$ cat src/rtl/mult_sched_pkg.sv
// Shared types and constants for the round-robin Q1.15 multiply scheduler.
package mult_sched_pkg;

    typedef enum logic [1:0] {
        IDLE = 2'd0,
        BUSY = 2'd1,
        DONE = 2'd2
    } state_t;

    localparam int MULT_STEPS = 16;

    localparam logic [15:0] Q15_MAX = 16'h7FFF;
    localparam logic [15:0] Q15_MIN = 16'h8000;

endpackage

$ cat src/rtl/shift_add_mult.sv
// Sequential sign/magnitude Q1.15 multiplier: one shift-add step per cycle,
// fixed MULT_STEPS latency regardless of operand values.
module shift_add_mult
    import mult_sched_pkg::*;
#(
    parameter int DATA_W = 16
) (
    input  logic              clk,
    input  logic              reset,
    input  logic              start,
    input  logic [DATA_W-1:0] a,
    input  logic [DATA_W-1:0] b,
    output logic              done,
    output logic [DATA_W-1:0] result,
    output logic              sat
);

    localparam int CNT_W  = $clog2(MULT_STEPS);
    localparam int PROD_W = 2 * DATA_W - 1;

    logic [CNT_W-1:0]  count;
    logic              running;
    logic              sign;
    logic [DATA_W-1:0] mplier;
    logic [PROD_W-1:0] mcand;
    logic [PROD_W-1:0] acc;
    logic [DATA_W-1:0] mag_a;
    logic [DATA_W-1:0] mag_b;
    logic [DATA_W-1:0] mag_q;

    // |most-negative| still fits DATA_W bits as an unsigned magnitude
    assign mag_a = a[DATA_W-1] ? DATA_W'(~a + 1'b1) : a;
    assign mag_b = b[DATA_W-1] ? DATA_W'(~b + 1'b1) : b;

    always_ff @(posedge clk) begin
        if (reset) begin
            count   <= '0;
            running <= 1'b0;
            sign    <= 1'b0;
            mplier  <= '0;
            mcand   <= '0;
            acc     <= '0;
        end else if (start) begin
            count   <= '0;
            running <= 1'b1;
            sign    <= a[DATA_W-1] ^ b[DATA_W-1];
            mplier  <= mag_a;
            mcand   <= PROD_W'(mag_b);
            acc     <= '0;
        end else if (running) begin
            if (mplier[0])
                acc <= acc + mcand;
            mplier <= mplier >> 1;
            mcand  <= mcand << 1;
            count  <= count + 1'b1;
            if (count == CNT_W'(MULT_STEPS - 1))
                running <= 1'b0;
        end
    end

    // High during the final step so the owner can leave its busy state on time
    assign done = running && (count == CNT_W'(MULT_STEPS - 1));

    // Truncating >> (DATA_W-1) of the magnitude rounds toward zero
    assign mag_q = acc[PROD_W-1 -: DATA_W];
    assign sat   = ~sign & mag_q[DATA_W-1];

    always_comb begin
        if (sat)
            result = DATA_W'(Q15_MAX);
        else if (sign && mag_q[DATA_W-1])
            result = DATA_W'(Q15_MIN);
        else if (sign)
            result = DATA_W'(~mag_q + 1'b1);
        else
            result = mag_q;
    end

endmodule

$ cat src/rtl/mult_scheduler.sv
// Round-robin arbiter sharing one shift-add Q1.15 multiplier among NUM_REQ
// effect-stage requesters; results come back tagged with the winner index.
module mult_scheduler
    import mult_sched_pkg::*;
#(
    parameter int NUM_REQ = 3,
    parameter int DATA_W  = 16,
    parameter int IDX_W   = 2
) (
    input  logic                      clk,
    input  logic                      reset,
    input  logic                      sample_tick,
    input  logic [NUM_REQ-1:0]        req,
    input  logic [NUM_REQ*DATA_W-1:0] op_a,
    input  logic [NUM_REQ*DATA_W-1:0] op_b,
    output logic [NUM_REQ-1:0]        grant,
    output logic [NUM_REQ-1:0]        done,
    output logic [DATA_W-1:0]         result,
    output logic [IDX_W-1:0]          result_idx,
    output logic                      sat,
    output logic                      busy,
    output logic                      overrun
);

    state_t                         state;
    logic [IDX_W-1:0]               ptr;
    logic [IDX_W-1:0]               idx;
    logic [IDX_W-1:0]               win;
    logic [IDX_W-1:0]               cand;
    logic                           any_req;
    logic                           start;
    logic [NUM_REQ-1:0][DATA_W-1:0] a_slot;
    logic [NUM_REQ-1:0][DATA_W-1:0] b_slot;
    logic                           m_done;
    logic [DATA_W-1:0]              m_result;
    logic                           m_sat;

    assign a_slot  = op_a;
    assign b_slot  = op_b;
    assign any_req = |req;
    assign start   = (state == IDLE) && any_req;

    // Scan from the far end back toward ptr so the nearest asserted index wins
    always_comb begin
        win  = '0;
        cand = '0;
        for (int k = NUM_REQ - 1; k >= 0; k--) begin
            cand = IDX_W'((int'(ptr) + k) % NUM_REQ);
            if (req[cand])
                win = cand;
        end
    end

    shift_add_mult #(
        .DATA_W (DATA_W)
    ) u_mult (
        .clk    (clk),
        .reset  (reset),
        .start  (start),
        .a      (a_slot[win]),
        .b      (b_slot[win]),
        .done   (m_done),
        .result (m_result),
        .sat    (m_sat)
    );

    always_ff @(posedge clk) begin
        if (reset) begin
            state      <= IDLE;
            ptr        <= '0;
            idx        <= '0;
            grant      <= '0;
            done       <= '0;
            result     <= '0;
            result_idx <= '0;
            sat        <= 1'b0;
            busy       <= 1'b0;
            overrun    <= 1'b0;
        end else begin
            grant <= '0;
            done  <= '0;

            if (sample_tick && (busy || any_req))
                overrun <= 1'b1;

            case (state)
                IDLE: begin
                    if (any_req) begin
                        grant <= NUM_REQ'(1) << win;
                        idx   <= win;
                        ptr   <= (win == IDX_W'(NUM_REQ - 1)) ? '0 : win + 1'b1;
                        busy  <= 1'b1;
                        state <= BUSY;
                    end
                end
                BUSY: begin
                    if (m_done)
                        state <= DONE;
                end
                DONE: begin
                    result     <= m_result;
                    sat        <= m_sat;
                    result_idx <= idx;
                    done       <= NUM_REQ'(1) << idx;
                    busy       <= 1'b0;
                    state      <= IDLE;
                end
                default: begin
                    busy  <= 1'b0;
                    state <= IDLE;
                end
            endcase
        end
    end

endmodule

$ cat config.mk
export PLATFORM = sky130hd
export DESIGN_NAME = mult_scheduler
export DESIGN_NICKNAME = d
export VERILOG_FILES = /design/src/rtl/mult_sched_pkg.sv /design/src/rtl/shift_add_mult.sv /design/src/rtl/mult_scheduler.sv
export SDC_FILE = /design/constraint.sdc
export NUM_CORES = 1
export LEC_CHECK = 0
export CORE_MARGIN = 2
export CORE_UTILIZATION = 39
export CTS_CLUSTER_DIAMETER = 60
export DETAILED_ROUTE_END_ITERATION = 8
export GPL_ROUTABILITY_DRIVEN = 0
export PLACE_DENSITY_LB_ADDON = 0.08
export SYNTH_ARGS = -nofsm -noshare
export SYNTH_HDL_FRONTEND = slang
export SYNTH_SLANG_ARGS = --single-unit
export TNS_END_PERCENT = 100
$ cat constraint.sdc
create_clock -name clk -period 5.15 [get_ports clk]
set_clock_uncertainty 0.05 [all_clocks]
set_input_delay 0.515 -clock clk [delete_from_list [all_inputs] [get_ports clk]]
set_output_delay 0.515 -clock clk [all_outputs]
set_load 0.05 [all_outputs]
==> flow_metrics.py <==
metrics = {
    "yosys": {
        "syn_area_um2": 7890,
        "synth-compound-area-share_pct": 24.2,
        "yosysTopAreaCell": "dfxtp_1",
        "netlist.area_leader.share_pct": 29.7,
        "synth_edf_count": 0,
        "synth_seq_cells": 117,
        "synth_top_family_by_area": "compound AO/OA/AOI/OAI gates",
        "synthFlopType": "dfxtp_1",
        "synth_adder_area_share_pct": 6.12,
        "synth_area_leaders": "dfxtp_1, mux2i_1, a21oi_1",
        "yosys_warnings": 0,
        "synth_mux_area_share_pct": 9.12,
        "syn-mean-instance-area_um2": 7.82,
        "async_flop_share_pct": 0,
        "synth_xor_area_share_pct": 5.00,
        "yosysSeqAreaShare_pct": 29.7,
        "synthCells": 1009,
        "syn_nets": 1149,
        "netlist-cell-type-count": 65,
        "synth_simple_gate_area_share_pct": 21.2,
    },
    "die": {
        "dieArea_um2": 21400,
        "rows": 52,
        "die_h_um": 146,
        "fp.coreArea_um2": 20000,
        "start_util_pct": 39.4,
        "ios": 129,
        "die-width_um": 146,
    },
    "drt": {
        "avgRoutedWirePerCell_um": 15.3,
        "via_per_inst": 5.34,
        "dr.pass1.iters": 4,
        "ant_nets": 0,
        "wl_um": 21300,
        "num_vias": 7423,
        "drc": 0,
        "drt_iter0_markers": 336,
    },
    "power": {
        "power_frac_comb_pct": 25.3,
        "vdd.ir_drop.worst_mv": 0.205,
        "pwr-share-clk_pct": 42.1,
        "pwr_density_cell_nw_per_um2": 312,
        "leakagePower_uw": 0.00381,
        "p_int_uw": 2200,
        "pwr-share-seq_pct": 32.6,
        "p_switching_uw": 940,
        "p_sw_share_pct": 30.0,
    },
    "worst_setup_path": {
        "path_class": "reg2reg",
        "endpoint_kind": "register",
        "crit_fanout": 21,
        "r2r_slack_ns": 1.10,
        "cp.required_ns": 5.43,
        "worstPathArrival_ns": 4.33,
        "worstSetupStartpointType": "register",
    },
    "cts": {
        "cts_max_level": 4,
        "max-clock-path-buffers": 2,
        "cts.sinks": 117,
        "cts_made_buffers": 17,
        "cts_tree": "built",
        "hold_buffers": 0,
        "clk_pin_slew_ns": 0.06,
        "clockRootBuffer": "clkbuf_16",
        "post_cts_buffers": 0,
        "worst_skew_pair.late_latency_ns": 0.42,
        "cts_resized": 0,
    },
    "global_routing": {
        "grt_max_degree": 55,
        "overflow": 0,
        "antenna_found_initial": 0,
        "track_usage_pct": 20.1,
        "grt_pass1_wl_um": 35500,
        "grt_pass1_vias": 7107,
    },
    "layout": {
        "most-common-layout-cells": "clkdlybuf4s50_1, dfxtp_1, nand2_1",
        "final_cell_area_um2": 10000,
        "drive_gt1_share_pct": 5.72,
        "final_common_cell": "clkdlybuf4s50_1",
        "n_antenna_cell": 0,
        "area_growth_pct": 27.2,
        "n_fill_cell": 2010,
        "layout.nets": 1246,
    },
    "sta": {
        "finalCritPeriodShare_pct": 78.6,
        "drv_slew": 0,
        "setup_viol_count_final": 0,
        "fmax_mhz": 247,
        "hold_violations": 0,
        "worst_pin_slew_ns": 0.944,
        "min_period_ns": 4.05,
        "rsz0062_at_grt": "no",
        "tns_ns": 0,
        "slew_headroom_pct": 37.1,
    },
    "place": {
        "placed_cell_area_um2": 9380,
        "port_buffers": 128,
        "dp_hpwl_um": 16100,
    },
    "run_status": {
        "outcome": "finished clean",
    },
    "job": {
        "cap_violations": 0,
    },
    "worst_hold_path": {
        "min_path_type": "reg2reg",
    },
}
[critical path, stage by stage, from the launching register on]
cell	delay, ns
dfxtp_1	0.35
inv_1	0.07
ha_1	0.40
o41ai_1	0.40
a211o_2	0.54
buf_4	0.34
mux2i_1	0.21
nor2_1	0.05
a21oi_1	0.21
ha_1	0.28
nor3b_1	0.47
a31oi_1	0.18
xnor2_1	0.16
a211oi_1	0.22
[sequential cells by signal, indices dropped and copies added (netlist names)]
name	cells
grant	3
overrun	1
done	3
u_mult.count	4
state	2
result_idx	2
result	16
idx	2
ptr	2
u_mult.sign	1
sat	1
u_mult.mplier	16
u_mult.mcand	31
u_mult.acc	31
busy	1
u_mult.running	1
[final cells by class]
cell class | instances | area, um2 | share of cell area (%)
sequential | 117 | 2340 | 23.3
clock buffer | 18 | 439 | 4.37
inverter | 25 | 93.8 | 0.935
multi-input combinational | 802 | 5200 | 51.8
tap | 270 | 338 | 3.37
timing repair buffer | 143 | 1400 | 14.0
clock inverter | 14 | 224 | 2.23
[power groups by stage]
stage          Combinational (uW)  Clock, uW  Sequential [uW]
2_1_floorplan                 569          0             1020
3_3_place_gp                  793          0             1040
3_5_place_dp                  795          0             1040
4_1_cts                       798       1350             1020
5_1_grt                       874       1390             1030
6_report                      794       1320             1020
[layer usage]
layer	wire length [um]	track usage [%]
met5	0	0
met4	392	6.94
met1	10100	25.7
met2	9890	33.8
met3	894	4.28
[synthesized netlist by cell type (all sizes together) (3+ instances only)]
master,count
dfxtp,117
nand2,113
a21oi,103
nor2,94
mux2i,67
o21ai,53
clkbuf,44
a211oi,37
ha,37
xnor2,30
nor3,26
inv,25
a21o,21
buf,21
nor2b,21
nand3,17
xor2,15
or3,14
o22ai,12
a31oi,10
nand2b,10
and2,9
nand3b,8
nor3b,8
o221ai,8
nand4,6
nor4b,6
o211ai,6
o31ai,6
nor4,5
o21a,5
o21bai,5
o41ai,5
a311oi,4
and3,4
mux2,4
a211o,3
[through the flow]
stage / setup WS (ns) / utilization, % / cells / hold slack, ns / total power, uW
floorplan: 1.15 / - / 1009 / 0.386 / 1590
global placement: 0.860 / 46.8 / 1357 / 0.389 / 1830
detailed placement: 0.777 / 46.8 / 1357 / 0.394 / 1840
CTS: 1.12 / 50.1 / 1389 / 0.400 / 3160
global route: 0.656 / 50.1 / 1389 / 0.424 / 3300
finish: 1.10 / 50.1 / 1389 / 0.398 / 3130
[worst paths after layout]
| path | depth (start not counted) | endpoint | startpoint |
|---|---|---|---|
| setup / recovery | 13 | u_mult.mplier[12] | ptr[0] |
| setup reg to reg | 13 | u_mult.mplier[12] | ptr[0] |
| hold / removal | 2 | result[15] | result[15] |
| hold reg to reg | 2 | result[15] | result[15] |
[logic make-up (layout without fill, tap and decap cells)]
group,count (synthesis),after routing
AOI/OAI and AO/OA,298,298
xor gates and xnor gates,45,45
adders and majority gates,38,38
buffers and inverters,90,200
DFF,117,117
muxes,71,71
and+or+nand+nor,350,350
(Power assumes the default switching activity.)
==> edit 1 (same settings) <==
Make the reset (`reset`) asynchronous in 2 clocked blocks.
--- a/src/rtl/shift_add_mult.sv
+++ b/src/rtl/shift_add_mult.sv
@@ -34,3 +34,3 @@
 
-    always_ff @(posedge clk) begin
+    always_ff @(posedge clk or posedge reset) begin
         if (reset) begin
--- a/src/rtl/mult_scheduler.sv
+++ b/src/rtl/mult_scheduler.sv
@@ -66,3 +66,3 @@
 
-    always_ff @(posedge clk) begin
+    always_ff @(posedge clk or posedge reset) begin
         if (reset) begin
Behaviour: differs if reset is asserted again (counterexample within 4 cycles, from zero or initial values and one cycle with reset high); with reset held inactive, the same outputs for 10 cycles.
==> edit 1 against the original RTL <==
Count of clock-buffer cells in the layout is 1 lower; sequential cell count stayed put; cell area is 4.8% higher; global-route usage is 1.8 points higher; setup slack worse by 0.13 ns; non-clock buffer count is 3 higher; synthesized cell count is 2.8% lower; die area is 6.7% higher; wire length is 12% higher; area after synthesis is 6.9% higher; critical endpoint is now u_mult.mplier[14]$_DFFE_PP0P_; largest cell class unchanged.
Power is not compared: it rests on default switching activity, and its combinational part moved more than twofold at a synthesized area within 25%.
==> edit 1: results (changes against the original RTL) <==
Logic synthesis
  – Post-Syn Nets: 1121 (was 1149)
  – Most instantiated cells after synthesis: dfrtp_1, nand2_1, nor2_1 (was dfxtp_1, nand2_1, a21oi_1)
  – Main synth FF type: dfrtp_1 (was dfxtp_1)
  – Library cells used by synthesis: 80 (was 65)
  – Async set-or-reset flop fraction in the synthesized netlist: 100.0% (was 0%)

Critical path
  – R2R setup slack: 0.97 ns (was 1.10 ns)
  – RR Endpoint: u_mult.mplier[14]$_DFFE_PP0P_ (was u_mult.mplier[12]$_SDFFE_PP0P_)
  – Worst-path fanout max: 15 (was 21)
  – CP peak stage delay: 0.47 ns (was 0.54 ns)
  – R2R cell count: 15 (was 13)
  – Slowest cell on the critical path: a22o_2 (was a211o_2)
  – CP arrival: 4.41 ns (was 4.33 ns)

Layout
  – Fill count: 2038 (was 2010)
  – Area of the multi-input gates: 5090 um^2 (was 5199 um^2)
  – Buffering overhead: 13.58% (was 13.96%)
  – Layout cell share with drive strength beyond 1: 7.931% (was 5.719%)
  – Non-clk bufs: 146 (was 143)

Global routing
  – Met2 GRT Util: 37.80% (was 33.75%)
  – Global routing usage on met3: 3.584% (was 4.281%)
  – Vias in the first global route: 7340 (was 7107)
  – First-pass GRT wire length: 38920 um (was 35470 um)
  – Largest net degree at the start of global routing: 109 (was 55)

Detailed routing
  – WL met1: 10830 um (was 10120 um)
  – Routed wire length per instance: 17.45 um (was 15.33 um)
  – DR WL met3: 624 um (was 894 um)
  – Initial DRC count: 396 (was 336)
  – Met2 Routed Length: 11980 um (was 9891 um)

Placed design
  – Post-DP HPWL: 17510 um (was 16120 um)

Worst hold path
  – Hold path startpoint: result[13]$_DFFE_PP0P_ (was result[15]$_SDFFE_PP0N_)

Status
  – Run status: complete, no violations (unchanged)

STA
  – Slew Limit Headroom: 35.30% (was 37.06%)
edit 1: how the worst max path moves through the flow:
stage / start / to / slack, ns / cells past startpoint
detailed placement: req[2] / u_mult.mplier[14]$_DFFE_PP0P_ / 0.72 / 14
global placement: req[2] / u_mult.mplier[14]$_DFFE_PP0P_ / 0.82 / 14
CTS: ptr[0]$_DFFE_PP0P_ / u_mult.mplier[14]$_DFFE_PP0P_ / 1.00 / 15
finish: ptr[0]$_DFFE_PP0P_ / u_mult.mplier[14]$_DFFE_PP0P_ / 0.97 / 15
global route: ptr[0]$_DFFE_PP0P_ / u_mult.mplier[14]$_DFFE_PP0P_ / 0.58 / 15
floorplan: reset / busy$_DFFE_PP0P_ / 1.48 / 1
edit 1: kinds of logic after synthesis:
kind of cell	after synthesis	synth area share [%]
DFF	117	34.71
xor gates and xnor gates	50	5.191
buffers and inverters	96	5.028
adders and majority gates	38	5.725
and+or+nand+nor	334	20.05
AOI/OAI and AO/OA	286	22.10
muxes	60	7.194
edit 1: stage by stage:
step / instance area, um^2 / setup WS [ns] / hold WS [ns] / cells / power (mW)
5_1_grt: 10520 / 0.5843 / 0.4519 / 1372 / 8.075
4_1_cts: 10520 / 1.002 / 0.4346 / 1372 / 7.483
3_5_place_dp: 9922 / 0.7239 / 0.4101 / 1340 / 6.227
2_1_floorplan: 8436 / 1.484 / 0.4119 / 981 / 5.146
6_report: 10520 / 0.9716 / 0.4287 / 1372 / 7.429
3_3_place_gp: 9922 / 0.8235 / 0.4019 / 1340 / 6.203
edit 1: where the power goes:
part | switching (mW) | internal, mW | leakage [nW]
logic | 2.71 | 1.84 | 2.76
clock network | 0.489 | 0.726 | 0.289
registers | 0.357 | 1.31 | 1.49
==> edit 2 (same settings) <==
Without the edit above. `DATA_W` is set to 16 in 2 places; all go to 32.
--- a/src/rtl/shift_add_mult.sv
+++ b/src/rtl/shift_add_mult.sv
@@ -5,3 +5,3 @@
 #(
-    parameter int DATA_W = 16
+    parameter int DATA_W = 32
 ) (
--- a/src/rtl/mult_scheduler.sv
+++ b/src/rtl/mult_scheduler.sv
@@ -6,3 +6,3 @@
     parameter int NUM_REQ = 3,
-    parameter int DATA_W  = 16,
+    parameter int DATA_W  = 32,
     parameter int IDX_W   = 2
Ports: changed (resized op_a, op_b and result); port bits go from 129 to 241. No check against the original RTL was run, so the function may have changed too.
==> edit 2 against the original RTL <==
Sequential cell count increased by 96; setup slack got worse by 0.38 ns; wire length up 130%; cell area is 92% higher; total power up 76%; area after synthesis rose by 97%; die area is 94% higher; critical path type unchanged.
==> edit 2: results (changes against the original RTL) <==
Layout
  – Fill count: 3862 (was 2010)
  – Buffering overhead: 13.73% (was 13.96%)
  – # nets final: 2469 (was 1246)
  – Non-clk bufs: 269 (was 143)
  – Biggest regs: u_mult.acc (63), u_mult.mcand (63) (was u_mult.acc (31), u_mult.mcand (31))
  – Inverters: 29 (was 25)
  – Clock buffers: 38 (was 18)

Logic synthesis
  – Library cells used by synthesis: 80 (was 65)
  – Post-Synth Adder-Cell Area: 5.689% (was 6.121%)
  – Post-synthesis xor/xnor area fraction: 7.276% (was 4.995%)
  – Register area share after synthesis: 27.46% (was 29.69%)
  – Multiplexer share of the synthesized area: 10.16% (was 9.118%)
  – Post-Syn Nets: 2304 (was 1149)
  – Ranking of synthesized cells by area: dfxtp_1, mux2i_1, a21oi_1 (unchanged)
  – Synthesized flop and latch total: 213 (was 117)

Power
  – Peak VDD IR: 162.2 uV (was 204.6 uV)
  – Leakage: 7.512 nW (was 3.810 nW)
  – Comb group: 1.69 mW (was 0.794 mW)
  – Logic gate share of total power: 30.5% (was 25.3%)
  – Sequential Power Share: 33.9% (was 32.6%)

Global routing
  – GRT Total Usage: 23.66% (was 20.12%)
  – First-pass GRT wire length: 79540 um (was 35470 um)
  – Largest net degree at the start of global routing: 82 (was 55)
  – Antenna violations before repair: 1 (was 0)

Detailed routing
  – Met2 Routed Length: 23490 um (was 9891 um)
  – Highest Signal Layer: met5 (was met4)
  – Routed wire length per instance: 18.19 um (was 15.33 um)
  – Initial DRC count: 878 (was 336)
  – DR WL met3: 2395 um (was 894 um)

Placed design
  – Buffers on Ports: 240 (was 128)
  – Post-DP HPWL: 38300 um (was 16120 um)

Clock tree
  – CTS max path bufs: 3 (was 2)
  – Worst skew pair latency: 0.55 ns (was 0.42 ns)
  – CTS Buf Count: 29 (was 17)

Critical path
  – R2R setup slack: 0.72 ns (was 1.10 ns)
  – Slowest cell on the critical path: nor3_1 (was a211o_2)

Status
  – Run status: complete, no violations (unchanged)

Worst hold path
  – Worst min-delay path class: in2reg (was reg2reg)

STA
  – Slew Limit Headroom: 22.50% (was 37.06%)
## edit 2: per-layer routing
layer / global-route usage, % / up-vias
met5: 0 / -
met4: 6.491 / 2
met3: 2.924 / 69
met2: 40.61 / 430
met1: 31.21 / 7120
li1: - / 7727
## edit 2: path summary, 6_finish.rpt
check                                            start                             end  cells past startpoint
worst max-delay path               ptr[0]$_SDFFE_PP0P_  u_mult.mplier[30]$_SDFFE_PP0P_                     15
worst min-delay path                             reset    u_mult.mcand[0]$_SDFFE_PP0P_                      2
worst max register to register     ptr[0]$_SDFFE_PP0P_  u_mult.mplier[30]$_SDFFE_PP0P_                     15
worst min register to register  result[3]$_SDFFE_PP0N_          result[3]$_SDFFE_PP0N_                      2
## edit 2: per-stage QoR
stage	hold WS [ns]	worst slack, ns	instance area (um^2)	std cells
finish	0.3152	0.7196	19250	2748
global route	0.3140	0.3813	19250	2748
CTS	0.2967	0.8287	19250	2748
detailed placement	0.3956	0.5295	18300	2695
global placement	0.3930	0.5862	18300	2695
floorplan	0.3862	0.3725	15530	2036
